===== src/rtl/uart_core.sv =====
// Full-duplex UART: independent TX and RX engines with per-direction baud dividers,
// configurable width, optional parity, 1/2 stop bits and RX error pulses.
module uart_core #(
  parameter int DATA_BITS = 8,
  parameter int DIV_WIDTH = 16
) (
  input  logic                 clk,
  input  logic                 reset,
  input  logic [DIV_WIDTH-1:0] baud_div_i,
  input  logic                 parity_en_i,
  input  logic                 parity_odd_i,
  input  logic                 stop2_i,
  input  logic [DATA_BITS-1:0] tx_data_i,
  input  logic                 tx_valid_i,
  output logic                 tx_ready_o,
  output logic                 tx_out_o,
  input  logic                 rx_in_i,
  output logic [DATA_BITS-1:0] rx_data_o,
  output logic                 rx_valid_o,
  input  logic                 rx_ready_i,
  output logic                 rx_parity_err_o,
  output logic                 rx_frame_err_o,
  output logic                 rx_overrun_o
);

  localparam int IDX_W = 4;
  localparam logic [IDX_W-1:0] LAST_IDX = IDX_W'(DATA_BITS - 1);

  typedef enum logic [2:0] {TX_IDLE, TX_START, TX_DATA, TX_PARITY, TX_STOP} txState_t;
  typedef enum logic [2:0] {RX_IDLE, RX_START, RX_DATA, RX_PARITY, RX_STOP, RX_BREAK} rxState_t;

  txState_t             txState_q, txState_d;
  logic [DIV_WIDTH-1:0] txCnt_q, txCnt_d, txDiv_q, txDiv_d;
  logic [DATA_BITS-1:0] txShift_q, txShift_d;
  logic [IDX_W-1:0]     txIdx_q, txIdx_d;
  logic                 txParBit_q, txParBit_d, txParEn_q, txParEn_d, txStop2_q, txStop2_d;

  rxState_t             rxState_q, rxState_d;
  logic [DIV_WIDTH-1:0] rxCnt_q, rxCnt_d, rxDiv_q, rxDiv_d;
  logic [DATA_BITS-1:0] rxShift_q, rxShift_d, rxData_q, rxData_d;
  logic [IDX_W-1:0]     rxIdx_q, rxIdx_d;
  logic                 rxParEn_q, rxParEn_d, rxParOdd_q, rxParOdd_d, rxParBit_q, rxParBit_d;
  logic                 rxValid_q, rxValid_d;
  logic                 rxParErr_q, rxParErr_d, rxFrameErr_q, rxFrameErr_d, rxOverrun_q, rxOverrun_d;
  logic                 rxSync1_q, rxSync2_q, rxPrev_q;

  always_ff @(posedge clk or posedge reset) begin
    if (reset) begin
      txState_q    <= TX_IDLE;
      txCnt_q      <= '0;
      txDiv_q      <= '0;
      txShift_q    <= '0;
      txIdx_q      <= '0;
      txParBit_q   <= 1'b0;
      txParEn_q    <= 1'b0;
      txStop2_q    <= 1'b0;
      rxState_q    <= RX_IDLE;
      rxCnt_q      <= '0;
      rxDiv_q      <= '0;
      rxShift_q    <= '0;
      rxData_q     <= '0;
      rxIdx_q      <= '0;
      rxParEn_q    <= 1'b0;
      rxParOdd_q   <= 1'b0;
      rxParBit_q   <= 1'b0;
      rxValid_q    <= 1'b0;
      rxParErr_q   <= 1'b0;
      rxFrameErr_q <= 1'b0;
      rxOverrun_q  <= 1'b0;
      rxSync1_q    <= 1'b1;
      rxSync2_q    <= 1'b1;
      rxPrev_q     <= 1'b1;
    end else begin
      txState_q    <= txState_d;
      txCnt_q      <= txCnt_d;
      txDiv_q      <= txDiv_d;
      txShift_q    <= txShift_d;
      txIdx_q      <= txIdx_d;
      txParBit_q   <= txParBit_d;
      txParEn_q    <= txParEn_d;
      txStop2_q    <= txStop2_d;
      rxState_q    <= rxState_d;
      rxCnt_q      <= rxCnt_d;
      rxDiv_q      <= rxDiv_d;
      rxShift_q    <= rxShift_d;
      rxData_q     <= rxData_d;
      rxIdx_q      <= rxIdx_d;
      rxParEn_q    <= rxParEn_d;
      rxParOdd_q   <= rxParOdd_d;
      rxParBit_q   <= rxParBit_d;
      rxValid_q    <= rxValid_d;
      rxParErr_q   <= rxParErr_d;
      rxFrameErr_q <= rxFrameErr_d;
      rxOverrun_q  <= rxOverrun_d;
      rxSync1_q    <= rx_in_i;
      rxSync2_q    <= rxSync1_q;
      rxPrev_q     <= rxSync2_q;
    end
  end

  // TX: divider reloads at accept and every bit boundary, so each bit lasts baud_div+1 cycles.
  always_comb begin
    txState_d  = txState_q;
    txCnt_d    = txCnt_q;
    txDiv_d    = txDiv_q;
    txShift_d  = txShift_q;
    txIdx_d    = txIdx_q;
    txParBit_d = txParBit_q;
    txParEn_d  = txParEn_q;
    txStop2_d  = txStop2_q;
    if (txState_q == TX_IDLE) begin
      if (tx_valid_i) begin
        txState_d  = TX_START;
        txCnt_d    = baud_div_i;
        txDiv_d    = baud_div_i;
        txShift_d  = tx_data_i;
        txParBit_d = (^tx_data_i) ^ parity_odd_i;
        txParEn_d  = parity_en_i;
        txStop2_d  = stop2_i;
        txIdx_d    = '0;
      end
    end else if (txCnt_q != '0) begin
      txCnt_d = txCnt_q - 1'b1;
    end else begin
      txCnt_d = txDiv_q;
      case (txState_q)
        TX_START: begin
          txState_d = TX_DATA;
          txIdx_d   = '0;
        end
        TX_DATA: begin
          txShift_d = txShift_q >> 1;
          if (txIdx_q == LAST_IDX) begin
            txState_d = txParEn_q ? TX_PARITY : TX_STOP;
            txIdx_d   = '0;
          end else begin
            txIdx_d = txIdx_q + 1'b1;
          end
        end
        TX_PARITY: begin
          txState_d = TX_STOP;
          txIdx_d   = '0;
        end
        default: begin
          if (txStop2_q && txIdx_q == '0) begin
            txIdx_d = txIdx_q + 1'b1;
          end else begin
            txState_d = TX_IDLE;
            txCnt_d   = '0;
          end
        end
      endcase
    end
  end

  always_comb begin
    case (txState_q)
      TX_START:  tx_out_o = 1'b0;
      TX_DATA:   tx_out_o = txShift_q[0];
      TX_PARITY: tx_out_o = txParBit_q;
      default:   tx_out_o = 1'b1;
    endcase
  end

  // RX: half-period preload on the start edge puts every later divider expiry mid-bit.
  always_comb begin
    rxState_d    = rxState_q;
    rxCnt_d      = rxCnt_q;
    rxDiv_d      = rxDiv_q;
    rxShift_d    = rxShift_q;
    rxData_d     = rxData_q;
    rxIdx_d      = rxIdx_q;
    rxParEn_d    = rxParEn_q;
    rxParOdd_d   = rxParOdd_q;
    rxParBit_d   = rxParBit_q;
    rxValid_d    = rxValid_q & ~rx_ready_i;
    rxParErr_d   = 1'b0;
    rxFrameErr_d = 1'b0;
    rxOverrun_d  = 1'b0;
    if (rxState_q == RX_IDLE) begin
      if (rxPrev_q && !rxSync2_q) begin
        rxState_d  = RX_START;
        rxCnt_d    = baud_div_i >> 1;
        rxDiv_d    = baud_div_i;
        rxParEn_d  = parity_en_i;
        rxParOdd_d = parity_odd_i;
        rxIdx_d    = '0;
      end
    end else if (rxState_q == RX_BREAK) begin
      if (rxSync2_q) rxState_d = RX_IDLE;
    end else if (rxCnt_q != '0) begin
      rxCnt_d = rxCnt_q - 1'b1;
    end else begin
      rxCnt_d = rxDiv_q;
      case (rxState_q)
        RX_START: begin
          rxState_d = rxSync2_q ? RX_IDLE : RX_DATA;
          rxIdx_d   = '0;
        end
        RX_DATA: begin
          rxShift_d = {rxSync2_q, rxShift_q[DATA_BITS-1:1]};
          if (rxIdx_q == LAST_IDX) begin
            rxState_d = rxParEn_q ? RX_PARITY : RX_STOP;
          end else begin
            rxIdx_d = rxIdx_q + 1'b1;
          end
        end
        RX_PARITY: begin
          rxParBit_d = rxSync2_q;
          rxState_d  = RX_STOP;
        end
        default: begin
          rxState_d = RX_IDLE;
          rxCnt_d   = '0;
          if (!rxSync2_q) begin
            rxFrameErr_d = 1'b1;
            if (rxShift_q == '0) rxState_d = RX_BREAK;
          end else if (rxParEn_q && (rxParBit_q != ((^rxShift_q) ^ rxParOdd_q))) begin
            rxParErr_d = 1'b1;
          end else if (rxValid_q && !rx_ready_i) begin
            rxOverrun_d = 1'b1;
          end else begin
            rxData_d  = rxShift_q;
            rxValid_d = 1'b1;
          end
        end
      endcase
    end
  end

  assign tx_ready_o      = (txState_q == TX_IDLE);
  assign rx_data_o       = rxData_q;
  assign rx_valid_o      = rxValid_q;
  assign rx_parity_err_o = rxParErr_q;
  assign rx_frame_err_o  = rxFrameErr_q;
  assign rx_overrun_o    = rxOverrun_q;

endmodule


===== config.mk =====
export PLATFORM = sky130hd
export DESIGN_NAME = uart_core
export DESIGN_NICKNAME = d
export VERILOG_FILES = /design/src/rtl/uart_core.sv
export SDC_FILE = /design/constraint.sdc
export NUM_CORES = 1
export LEC_CHECK = 0
export BUFFER_PORTS_ARGS = -buffer_cell sky130_fd_sc_hd__buf_2
export CELL_PAD_IN_SITES_DETAIL_PLACEMENT = 1
export CELL_PAD_IN_SITES_GLOBAL_PLACEMENT = 1
export CORE_MARGIN = 5
export CORE_UTILIZATION = 35
export CTS_BUF_LIST = sky130_fd_sc_hd__clkbuf_2 sky130_fd_sc_hd__clkbuf_4 sky130_fd_sc_hd__clkbuf_8
export DETAILED_ROUTE_END_ITERATION = 7
export PLACE_DENSITY_LB_ADDON = 0.1
export SLEW_MARGIN = 10
export SYNTH_ARGS = -nofsm -noshare
export SYNTH_HDL_FRONTEND = slang
export SYNTH_SLANG_ARGS = --single-unit

===== constraint.sdc =====
create_clock -name clk -period 8.95 [get_ports clk]
set_clock_uncertainty 0.05 [all_clocks]
set_input_delay 0.4475 -clock clk [delete_from_list [all_inputs] [get_ports clk]]
set_output_delay 0.4475 -clock clk [all_outputs]
set_load 0.01 [all_outputs]

==> results of run 1 <==
## through the flow
stage,std cells,hold WS (ns),util,setup WS (ns)
floorplan,678,0.2952,-,5.413
global placement,916,0.2963,0.3795,6.127
detailed placement,916,0.2969,0.3795,5.955
CTS,948,0.02518,0.4084,5.911
global route,948,0.01230,0.4084,5.637
finish,948,0.04530,0.4084,5.942
## synth_stat cells (3+ instances only)
cell,instances,area (µm²)
nor4_1,7,43.79
a21oi_1,28,140.1
dfstp_2,3,78.83
inv_1,28,105.1
nor2_1,33,123.9
or3_1,3,18.77
nand4_1,5,31.28
mux2_2,11,123.9
xnor2_1,26,227.7
and4_1,3,26.28
nand3b_1,3,22.52
buf_1,3,11.26
a311oi_1,6,52.55
ha_1,11,137.6
nand2_1,154,578.1
o21ai_0,42,210.2
dfrtp_1,112,2803
nand3_1,13,65.06
o31ai_1,5,37.54
a31oi_1,13,81.33
mux2i_1,21,210.2
nor3_1,20,100.1
nand2b_1,4,25.02
a211oi_1,18,135.1
buf_2,5,25.02
a221o_1,5,50.05
clkbuf_1,30,112.6
nor3b_1,5,37.54
xor2_1,3,26.28
or4_1,3,22.52
and3_1,10,62.56
a21o_1,3,22.52
## power by group through the flow
stage | Combinational (mW) | Clock (mW) | Sequential, mW
after CTS | 0.453 | 0.634 | 0.698
after detailed placement | 0.450 | 0 | 0.707
after floorplan | 0.344 | 0 | 0.673
after global placement | 0.443 | 0 | 0.705
after global routing | 0.502 | 0.660 | 0.712
final | 0.447 | 0.616 | 0.699
## worst min path at each step
stage / to / cells past startpoint / slack, ns
final: rx_data_o[4] / 2 / 0.05
after global routing: rxSync1_q / 1 / 0.01
after CTS: rxSync1_q / 1 / 0.03
after detailed placement: rxSync2_q / 0 / 0.30
after global placement: rxSync2_q / 0 / 0.30
after floorplan: rxSync2_q / 0 / 0.30
## kinds of logic after synthesis
group                    after synthesis  share of synthesized area
multiplexers                          32                    0.05425
AO/OA/AOI/OAI                        144                     0.1516
XOR/XNOR                              30                    0.04490
AND/OR/NAND/NOR                      280                     0.2178
buffers and inverters                 66                    0.04124
flip-flops                           115                     0.4679
adder cells (fa/ha/maj)               11                    0.02235
## routing by layer
layer  vias to the layer above  wire length [µm]  track usage  part of all wire
li1                       2459                 -            -                 -
met1                      2523              8433       0.2490              0.48
met2                        64              8393       0.2950              0.48
met3                        10               541      0.04220             0.031
met4                         0               141      0.04202            0.0081
met5                         -                 0            0                 0
## area by class of cell
cell class / instances / area (µm²)
Clock buffer: 20 / 275.3
Clock inverter: 12 / 225.2
Fill cell: 2003 / 10230
Inverter: 28 / 107.6
Multi-Input combinational cell: 497 / 3023
Sequential cell: 115 / 2882
Tap cell: 225 / 281.5
Timing Repair Buffer: 51 / 270.3
## state kept, by name (all words and copies together), names as in the netlist, 3 cells and up
| name | count |
|---|---|
| rxState_q | 3 |
| txIdx_q | 4 |
| rxIdx_q | 4 |
| rxCnt_q | 16 |
| txState_q | 3 |
| rxShift_q | 8 |
| rxDiv_q | 16 |
| txCnt_q | 16 |
| rx_data_o | 8 |
| txDiv_q | 16 |
| txShift_q | 8 |
==> summary.txt, run 1 <==
Synth
  • Register area share after synthesis: 0.4679
  • FF+latch count, synth: 115
  • Synth unique cells: 63
  • Post-Syn Nets: 721
  • Syn Area/Cell: 9.083 µm²
  • Synth Instances: 678
  • FFs w/ async S/R, synth: 1.000
  • Warnings, synthesis: 0
  • Number of synthesized flops with an enable pin: 0
  • Cell Area, Synth: 6158 µm²
  • Main synth FF type: dfrtp_1

CTS
  • CTS tree: yes
  • CTS resizes: 0
  • Reg clk slew, reported paths: 0.08 ns
  • Hold_buf cts: 0
  • Setup repair bufs after CTS: 0
  • CTS Buf Count: 17
  • CTS max path bufs: 2
  • # clock sinks: 115
  • CTS root buf: clkbuf_8
  • Clock Latency Late Sink: 0.43 ns
  • # H-tree levels: 4

Final layout
  • Layout area overhead: 14.71%
  • Fin nets: 753
  • Most frequent cells in the layout: nand2_1 (154), dfrtp_1 (112), buf_2 (45)
  • Layout cells sized above 1: 0.1466
  • Most common cell after layout, fill and taps aside: nand2_1
  • Ant diodes: 0
  • Cell area after layout: 7064 µm²

Timing
  • RSZ-0062 raised after global routing: no
  • Final Hold Fails: 0
  • Worst-margin pin slew: 0.9877 ns
  • Max Clock Freq: 332.5 MHz
  • Setup Viol. Count Final: 0
  • Period Utilization, post-route: 0.3360
  • Final Max Tran Viols: 0
  • Post-route minimum period: 3.008 ns
  • Max-slew headroom: 0.3415
  • Setup TNS: 0 ns

Worst setup path
  • CP peak stage delay: 0.91 ns
  • R2R Setup Slk: 5.94 ns
  • CP Max Fanout: 27
  • Path depth of the worst reg2reg path: 5
  • Worst R2R Start: txCnt_q[10]
  • Setup crit end kind: flip-flop
  • Crit path from: txCnt_q[10]
  • Reg-to-reg endpoint: txShift_q[6]
  • Slowest CP cell: and4_1
  • CP top delay family: simple AND/OR/NAND/NOR gates
  • CP Depth: 5
  • Worst path bufs/invs: 0
  • Critical-path cell list: nor4_1, and4_1, a21oi_1, nand2_1, o21ai_0
  • Setup CP Type: flip-flop to flip-flop
  • Worst EP arrival: 3.22 ns
  • CP Data Required Time: 9.17 ns
  • Crit path to: txShift_q[6]
  • CP Launch Type: flip-flop

Floorplan
  • Die Wd: 142.6 µm
  • Die Area: 20350 µm²
  • Initial Utilization: 0.3560
  • I/O pin count: 46
  • Core box area: 17300 µm²
  • Die Y-Extent: 142.6 µm
  • Rows: 48

Detailed routing
  • ANT nets after route: 0
  • WL per Instance: 18.47 µm
  • DRC Markers: 0
  • Vias post-DR: 5056
  • Router iterations before antenna repair: 4
  • Routed vias/inst: 5.333
  • Final wirelength: 17510 µm
  • 1st-iter DRT viols: 315

Placement
  • RD Place Congestion: 0.7898
  • HPWL Detailed: 12310 µm
  • Post-DP Area: 6564 µm²
  • Buffers on Ports: 45

GRT
  • Largest net degree at the start of global routing: 71
  • Initial antenna violation count: 0
  • Total gr overflow: 0
  • First-pass GRT wire length: 29440 µm
  • GRT Overall Usage: 0.1820
  • Vias in the first global route: 5469

Outcome
  • Status: complete, no violations

Power
  • Switch share: 0.3373
  • Portion of total power attributed to combinational logic: 0.254
  • Leak: 3.225 nW
  • Sequential fraction of design power: 0.397
  • Clk pwr share: 0.350
  • Peak VDD IR: 0.1065 mV
  • Switching Power: 594.0 µW
  • Pint: 1.167 mW
  • PnR Total Power: 1.761 mW
  • Cell Pwr Density: 249.3 nW/µm²

Hold path
  • Hold Path Class: input pin to async pin

Flow run
  • MaxCap Viol Count: 0
(Power assumes the default switching activity.)
==> run 2: changes to the inputs <==
==> constraint.sdc (replaced) <==
create_clock -name clk -period 2.75 [get_ports clk]
set_clock_uncertainty 0.05 [all_clocks]
set_input_delay 0.1375 -clock clk [delete_from_list [all_inputs] [get_ports clk]]
set_output_delay 0.1375 -clock clk [all_outputs]
set_load 0.01 [all_outputs]
==> run 2 against run 1 <==
Compared with the run above: clock power grew to 2.8 times the previous value; critical endpoint is now rxCnt_q[0]; maximum frequency up 23%; register-to-register slack lost 5.6 ns; cell area rose by 5.5%; non-clock buffer count rose by 50; sequential share of layout area down 2.1 points; power rose to 3.2 times the previous value; largest power group unchanged; utilization increased by 2.2 points; combinational power rose to 3.5 times the previous value; cell count grew 5.3%; critical path depth increased by 3; worst setup slack worse by 5.6 ns; largest cell class unchanged.
==> summary.txt, run 2 (synthesis gave the netlist of run 1 again) <==
Final layout
  • Fillers: 2006 (+0.15%)
  • Layout cells sized above 1: 0.1630 (+0.01639)
  • Fin nets: 803 (+6.6%)
  • Layout area overhead: 21.01%
  • Cell area after layout: 7452 µm² (+5.5%)
  • Most common cell after layout, fill and taps aside: nand2_1
  • Most frequent cells in the layout: nand2_1 (154), dfrtp_1 (112), buf_2 (45)
  • Ant diodes: 0 (unchanged)

Detailed routing
  • 1st-iter DRT viols: 323 (+2.5%)
  • WL per Instance: 18.29 µm (-0.97%)
  • Final wirelength: 18250 µm (+4.3%)
  • ANT nets after route: 0 (unchanged)
  • DRC Markers: 0 (unchanged)
  • Vias post-DR: 5312 (+5.1%)
  • Router iterations before antenna repair: 4 (unchanged)
  • Routed vias/inst: 5.323 (-0.20%)

GRT
  • Initial antenna violation count: 0 (unchanged)
  • First-pass GRT wire length: 29940 µm (+1.7%)
  • GRT Overall Usage: 0.1862 (+0.004163)
  • Total gr overflow: 0 (unchanged)
  • Largest net degree at the start of global routing: 116 (+63%)
  • Vias in the first global route: 5603 (+2.5%)

Worst setup path
  • R2R Setup Slk: 0.31 ns (-5.64 ns)
  • Reg-to-reg endpoint: rxCnt_q[0]
  • Worst R2R Start: rxCnt_q[0]
  • Worst EP arrival: 2.71 ns (-0.51 ns)
  • CP Max Fanout: 10 (-63%)
  • Critical-path cell list: inv_1, ha_1, nor4b_1, and4_1, buf_4, nor2_1, a311oi_1, a211oi_1
  • Slowest CP cell: and4_1
  • CP top delay family: simple AND/OR/NAND/NOR gates
  • Setup crit end kind: flip-flop
  • CP Launch Type: flip-flop
  • Path depth of the worst reg2reg path: 8 (+3)
  • CP peak stage delay: 0.49 ns (-0.42 ns)
  • CP Data Required Time: 3.02 ns (-6.15 ns)
  • Worst path bufs/invs: 2 (+2)
  • Setup CP Type: flip-flop to flip-flop

Placement
  • RD Place Congestion: 0.8170 (+3.4%)
  • Buffers on Ports: 45 (unchanged)
  • HPWL Detailed: 12400 µm (+0.77%)
  • Post-DP Area: 6728 µm² (+2.5%)

Outcome
  • Status: complete, no violations

CTS
  • CTS max path bufs: 2 (unchanged)
  • # H-tree levels: 4 (unchanged)
  • CTS tree: yes
  • Setup repair bufs after CTS: 0 (unchanged)
  • CTS Buf Count: 17 (unchanged)
  • Clock Latency Late Sink: 0.45 ns (+0.02 ns)
  • CTS root buf: clkbuf_8
  • Reg clk slew, reported paths: 0.08 ns (about the same)
  • # clock sinks: 115 (unchanged)

Floorplan
  • Die Y-Extent: 142.6 µm (unchanged)
  • Rows: 48 (unchanged)
  • Die Area: 20350 µm² (unchanged)
  • Initial Utilization: 0.3560 (unchanged)
  • I/O pin count: 46 (unchanged)
  • Die Wd: 142.6 µm (unchanged)
  • Core box area: 17300 µm² (unchanged)

Power
  • Peak VDD IR: 0.2960 mV (+180%)
  • Cell Pwr Density: 749.0 nW/µm² (+200%)
  • PnR Total Power: 5.581 mW (+220%)
  • Leak: 3.422 nW (+6.1%)

Hold path
  • Worst Hold Endpoint: txCnt_q[14]
  • Hold path start: tx_valid_i
  • WHS Path Cells: 3
  • Hold Path Class: input pin to flip-flop

Flow run
  • MaxCap Viol Count: 0 (unchanged)

Timing
  • Period Utilization, post-route: 0.8883 (+0.5522)
  • Worst-margin pin slew: 1.112 ns (+0.1244 ns)
  • Setup Viol. Count Final: 0 (unchanged)
  • Final Max Tran Viols: 0 (unchanged)
  • Max Clock Freq: 409.4 MHz (+23%)
  • Setup TNS: 0 ns (unchanged)
  • Final Hold Fails: 0 (unchanged)
  • Max-slew headroom: 0.2536 (-0.08794)
  • Post-route minimum period: 2.443 ns (-0.5649 ns)
  • RSZ-0062 raised after global routing: no
## run 2: final cells by class
| class | count | area, µm² | share of cell area |
|---|---|---|---|
| inverter | 28 | 108.9 | 0.01461 |
| clock inverter | 15 | 190.2 | 0.02552 |
| sequential | 115 | 2882 | 0.3867 |
| multi-input combinational | 497 | 3023 | 0.4056 |
| clock buffer | 17 | 234.0 | 0.03140 |
| timing repair buffer | 101 | 733.2 | 0.09839 |
| tap | 225 | 281.5 | 0.03778 |
## run 2: through the flow
| step | hold WS, ns | std cells | util | setup WS, ns |
|---|---|---|---|---|
| after floorplan | 0.09198 | 678 | - | 0.4833 |
| after global placement | 0.1946 | 936 | 0.3890 | 0.3964 |
| after detailed placement | 0.2004 | 936 | 0.3890 | 0.3474 |
| after CTS | 0.1915 | 998 | 0.4308 | 0.2848 |
| after global routing | 0.2277 | 998 | 0.4308 | 0.09965 |
| final | 0.2301 | 998 | 0.4308 | 0.3072 |
## run 2: timing repair
action	in CTS	in global routing
hold endpoints to repair	165	0
hold buffers	30	0
gates resized for setup	0	0
endpoints found under the setup margin	0	0
## run 2: worst max-delay path by stage
stage	to	from	cells past startpoint	slack [ns]
finish	rxCnt_q[0]	rxCnt_q[0]	8	0.31
floorplan	rx_data_o[0]	rxCnt_q[0]	6	0.48
CTS	tx_ready_o	txState_q[0]	6	0.28
global route	txShift_q[2]	txState_q[0]	6	0.1
detailed placement	rx_data_o[0]	rxShift_q[6]	8	0.35
global placement	rx_data_o[1]	rxCnt_q[0]	7	0.40
## run 2: report_power, final
group	leakage, nW	internal [mW]	switching (mW)
combinational	1.77	0.644	0.933
sequential	1.44	1.97	0.308
clock	0.211	0.977	0.747
## run 2: per-layer routing
metal | track usage | vias up | wire [µm]
li1 | - | 2546 | -
met1 | 0.2484 | 2648 | 8417
met2 | 0.3029 | 90 | 8854
met3 | 0.03717 | 28 | 642
met4 | 0.06453 | 0 | 339
met5 | 0 | - | 0
## run 2: tightest hold or removal path: stages
cell and delay, ns:
buf_2 0.26, mux2i_1 0.21, a21oi_1 0.08
==> run 3: changes to the inputs <==
--- a/config.mk
+++ b/config.mk
@@ -5,7 +5,7 @@
 export SDC_FILE = /design/constraint.sdc
 export NUM_CORES = 1
 export LEC_CHECK = 0
-export BUFFER_PORTS_ARGS = -buffer_cell sky130_fd_sc_hd__buf_2
+export BUFFER_PORTS_ARGS = -buffer_cell sky130_fd_sc_hd__buf_4
 export CELL_PAD_IN_SITES_DETAIL_PLACEMENT = 1
 export CELL_PAD_IN_SITES_GLOBAL_PLACEMENT = 1
 export CORE_MARGIN = 5
==> constraint.sdc (replaced) <==
create_clock -name clk -period 2 [get_ports clk]
set_clock_uncertainty 0.05 [all_clocks]
set_input_delay 0.1 -clock clk [delete_from_list [all_inputs] [get_ports clk]]
set_output_delay 0.1 -clock clk [all_outputs]
set_load 0.01 [all_outputs]
==> run 3 against run 2 <==
Compared with the run above: the flow now finishes with violations (setup timing); global-route usage up 1.0 points; combinational power up 110%; critical path depth unchanged; sequential power up 35%; non-clock buffer count up 77; worst setup slack worse by 0.54 ns; maximum frequency up 9.6%; wire length up 13%; utilization up 6.8 points; die area unchanged; register-to-register slack worse by 0.54 ns.
==> summary.txt, run 3 (synthesis gave the netlist of run 1 again) <==
GRT
  • Vias in the first global route: 5999 (+7.1%)
  • GRT met1 Usage: 0.2586 (+0.01016)
  • Largest net degree at the start of global routing: 46 (-60%)
  • Total gr overflow: 0 (unchanged)
  • Met2 GRT Util: 0.3311 (+0.02819)
  • GRT Overall Usage: 0.1966 (+0.01044)
  • Most Crowded Layer GR: met2
  • First-pass GRT wire length: 31680 µm (+5.8%)
  • Initial antenna violation count: 0 (unchanged)
  • Met3 Usage GRT: 0.03717 (unchanged)

Worst setup path
  • CP Max Fanout: 8 (-2)
  • Setup CP Type: flip-flop to flip-flop
  • CP Launch Type: flip-flop
  • Setup crit end kind: flip-flop
  • Worst EP arrival: 2.50 ns (-0.21 ns)
  • CP Data Required Time: 2.28 ns (-0.74 ns)

Final layout
  • Ant diodes: 0 (unchanged)
  • Most common cell after layout, fill and taps aside: nand2_1
  • Most frequent cells in the layout: nand2_1 (153), buf_4 (130), dfrtp_1 (111)
  • Layout cells sized above 1: 0.3113 (+0.1483)
  • Cell area after layout: 8626 µm² (+16%)
  • Layout area overhead: 40.06%
  • Fin nets: 880 (+9.6%)

CTS
  • Reg clk slew, reported paths: 0.07 ns (about the same)
  • Clock Latency Late Sink: 0.45 ns (about the same)
  • CTS Buf Count: 17 (unchanged)
  • # clock sinks: 115 (unchanged)
  • CTS tree: yes
  • # H-tree levels: 4 (unchanged)
  • CTS root buf: clkbuf_8
  • CTS max path bufs: 2 (unchanged)

Detailed routing
  • Vias post-DR: 5683 (+7.0%)
  • WL per Instance: 19.15 µm (+4.7%)
  • ANT nets after route: 0 (unchanged)
  • Router iterations before antenna repair: 4 (unchanged)
  • Routed vias/inst: 5.296 (-0.49%)
  • 1st-iter DRT viols: 318 (-1.5%)
  • Final wirelength: 20540 µm (+13%)
  • DRC Markers: 0 (unchanged)

Placement
  • Buffers on Ports: 45 (unchanged)
  • Post-DP Area: 7330 µm² (+8.9%)
  • RD Place Congestion: 0.8328 (+1.9%)
  • HPWL Detailed: 13530 µm (+9.1%)

Floorplan
  • Die Wd: 142.6 µm (unchanged)
  • Initial Utilization: 0.3560 (unchanged)
  • I/O pin count: 46 (unchanged)
  • Rows: 48 (unchanged)
  • Die Area: 20350 µm² (unchanged)
  • Die Y-Extent: 142.6 µm (unchanged)
  • Core box area: 17300 µm² (unchanged)

Power
  • Peak VDD IR: 0.7343 mV (+150%)
  • Leak: 3.923 nW (+15%)
  • Cell Pwr Density: 974.3 nW/µm² (+30%)
  • PnR Total Power: 8.404 mW (+51%)

Timing
  • Setup WS post-layout: -0.2285 ns (-0.5358 ns)
  • Max Clock Freq: 448.7 MHz (+9.6%)
  • Setup TNS: -1.802 ns (-1.802 ns)
  • Final Hold Fails: 0 (unchanged)
  • RSZ-0062 raised after global routing: yes
  • Final Max Tran Viols: 0 (unchanged)
  • Period Utilization, post-route: 1.114 (+0.2260)
  • Worst-margin pin slew: 0.5953 ns (-0.5168 ns)
  • Post-route minimum period: 2.229 ns (-0.2142 ns)
  • Setup Viol. Count Final: 10 (+10)
  • Max-slew headroom: 0.6031 (+0.3495)

Outcome
  • Status: complete, but fails checks
  • Violated checks: setup timing

Hold path
  • Hold Path Class: input pin to async pin

Flow run
  • MaxCap Viol Count: 0 (unchanged)
## run 3: changes by cell type in the layout (fill, tap and decap cells not counted), sizes merged
cell,previous run,this run
buf,71,147
bufinv,4,1
clkbuf,17,25
clkinv,8,5
clkinvlp,4,1
## run 3: final cells by class
| type | count | area [µm²] |
|---|---|---|
| fillers | 1949 | 8671 |
| clock inverters | 6 | 55.05 |
| inverters | 28 | 108.9 |
| well taps | 225 | 281.5 |
| multi-input cells | 497 | 3435 |
| clock buffers | 24 | 305.3 |
| flip-flops and latches | 115 | 2883 |
| repair buffers | 178 | 1558 |
## run 3: worst paths after layout
path                                    from           end  slack, ns  depth (start not counted)
worst min register to register     rxSync1_q     rxSync2_q       0.31                          0
min in group clk                  tx_valid_i    txCnt_q[1]       0.22                          4
worst max register to register  rxShift_q[6]  rx_data_o[2]      -0.23                          8
max in group asynchronous              reset      rxPrev_q       1.01                          4
worst max-delay path            rxShift_q[6]  rx_data_o[2]      -0.23                          8
worst min-delay path                   reset  txShift_q[5]       0.19                          3
## run 3: worst max-delay path: stages, from the launching register on
cell and delay [ns]:
dfrtp_1 0.40, inv_2 0.09, ha_4 0.20, xor2_2 0.14
xnor3_2 0.43, nor2_4 0.06, nor4b_4 0.22, buf_6 0.19
mux2_4 0.31
## run 3: repair_timing
item,CTS,global route
gates resized for setup,14,85
setup buffers,8,12
endpoints found under the hold margin,121,0
setup endpoints to repair,40,69
pin swaps,3,26
gates cloned,0,1
hold buffers,30,0
## run 3: stage by stage
stage / instances / hold slack [ns] / util / setup slack, ns
2_1_floorplan: 678 / 0.05448 / - / -0.2616
3_3_place_gp: 992 / 0.09058 / 0.4238 / -0.2381
3_5_place_dp: 992 / 0.1061 / 0.4238 / -0.3142
4_1_cts: 1060 / 0.1607 / 0.4693 / -0.2771
5_1_grt: 1073 / 0.1960 / 0.4987 / -0.2849
6_report: 1073 / 0.1861 / 0.4987 / -0.2285
## run 3: where the power goes
group	internal, mW	switching, mW
Combinational	1.48	1.79
Sequential	2.72	0.351
Clock	1.11	0.963
Total	5.30	3.10
## run 3: layer usage
layer / wire, µm / share of wire / up-vias
met3: 588 / 0.029 / 24
li1: - / - / 2701
met4: 315 / 0.015 / 0
met1: 9354 / 0.46 / 2868
met2: 10280 / 0.50 / 90
met5: 0 / 0 / -
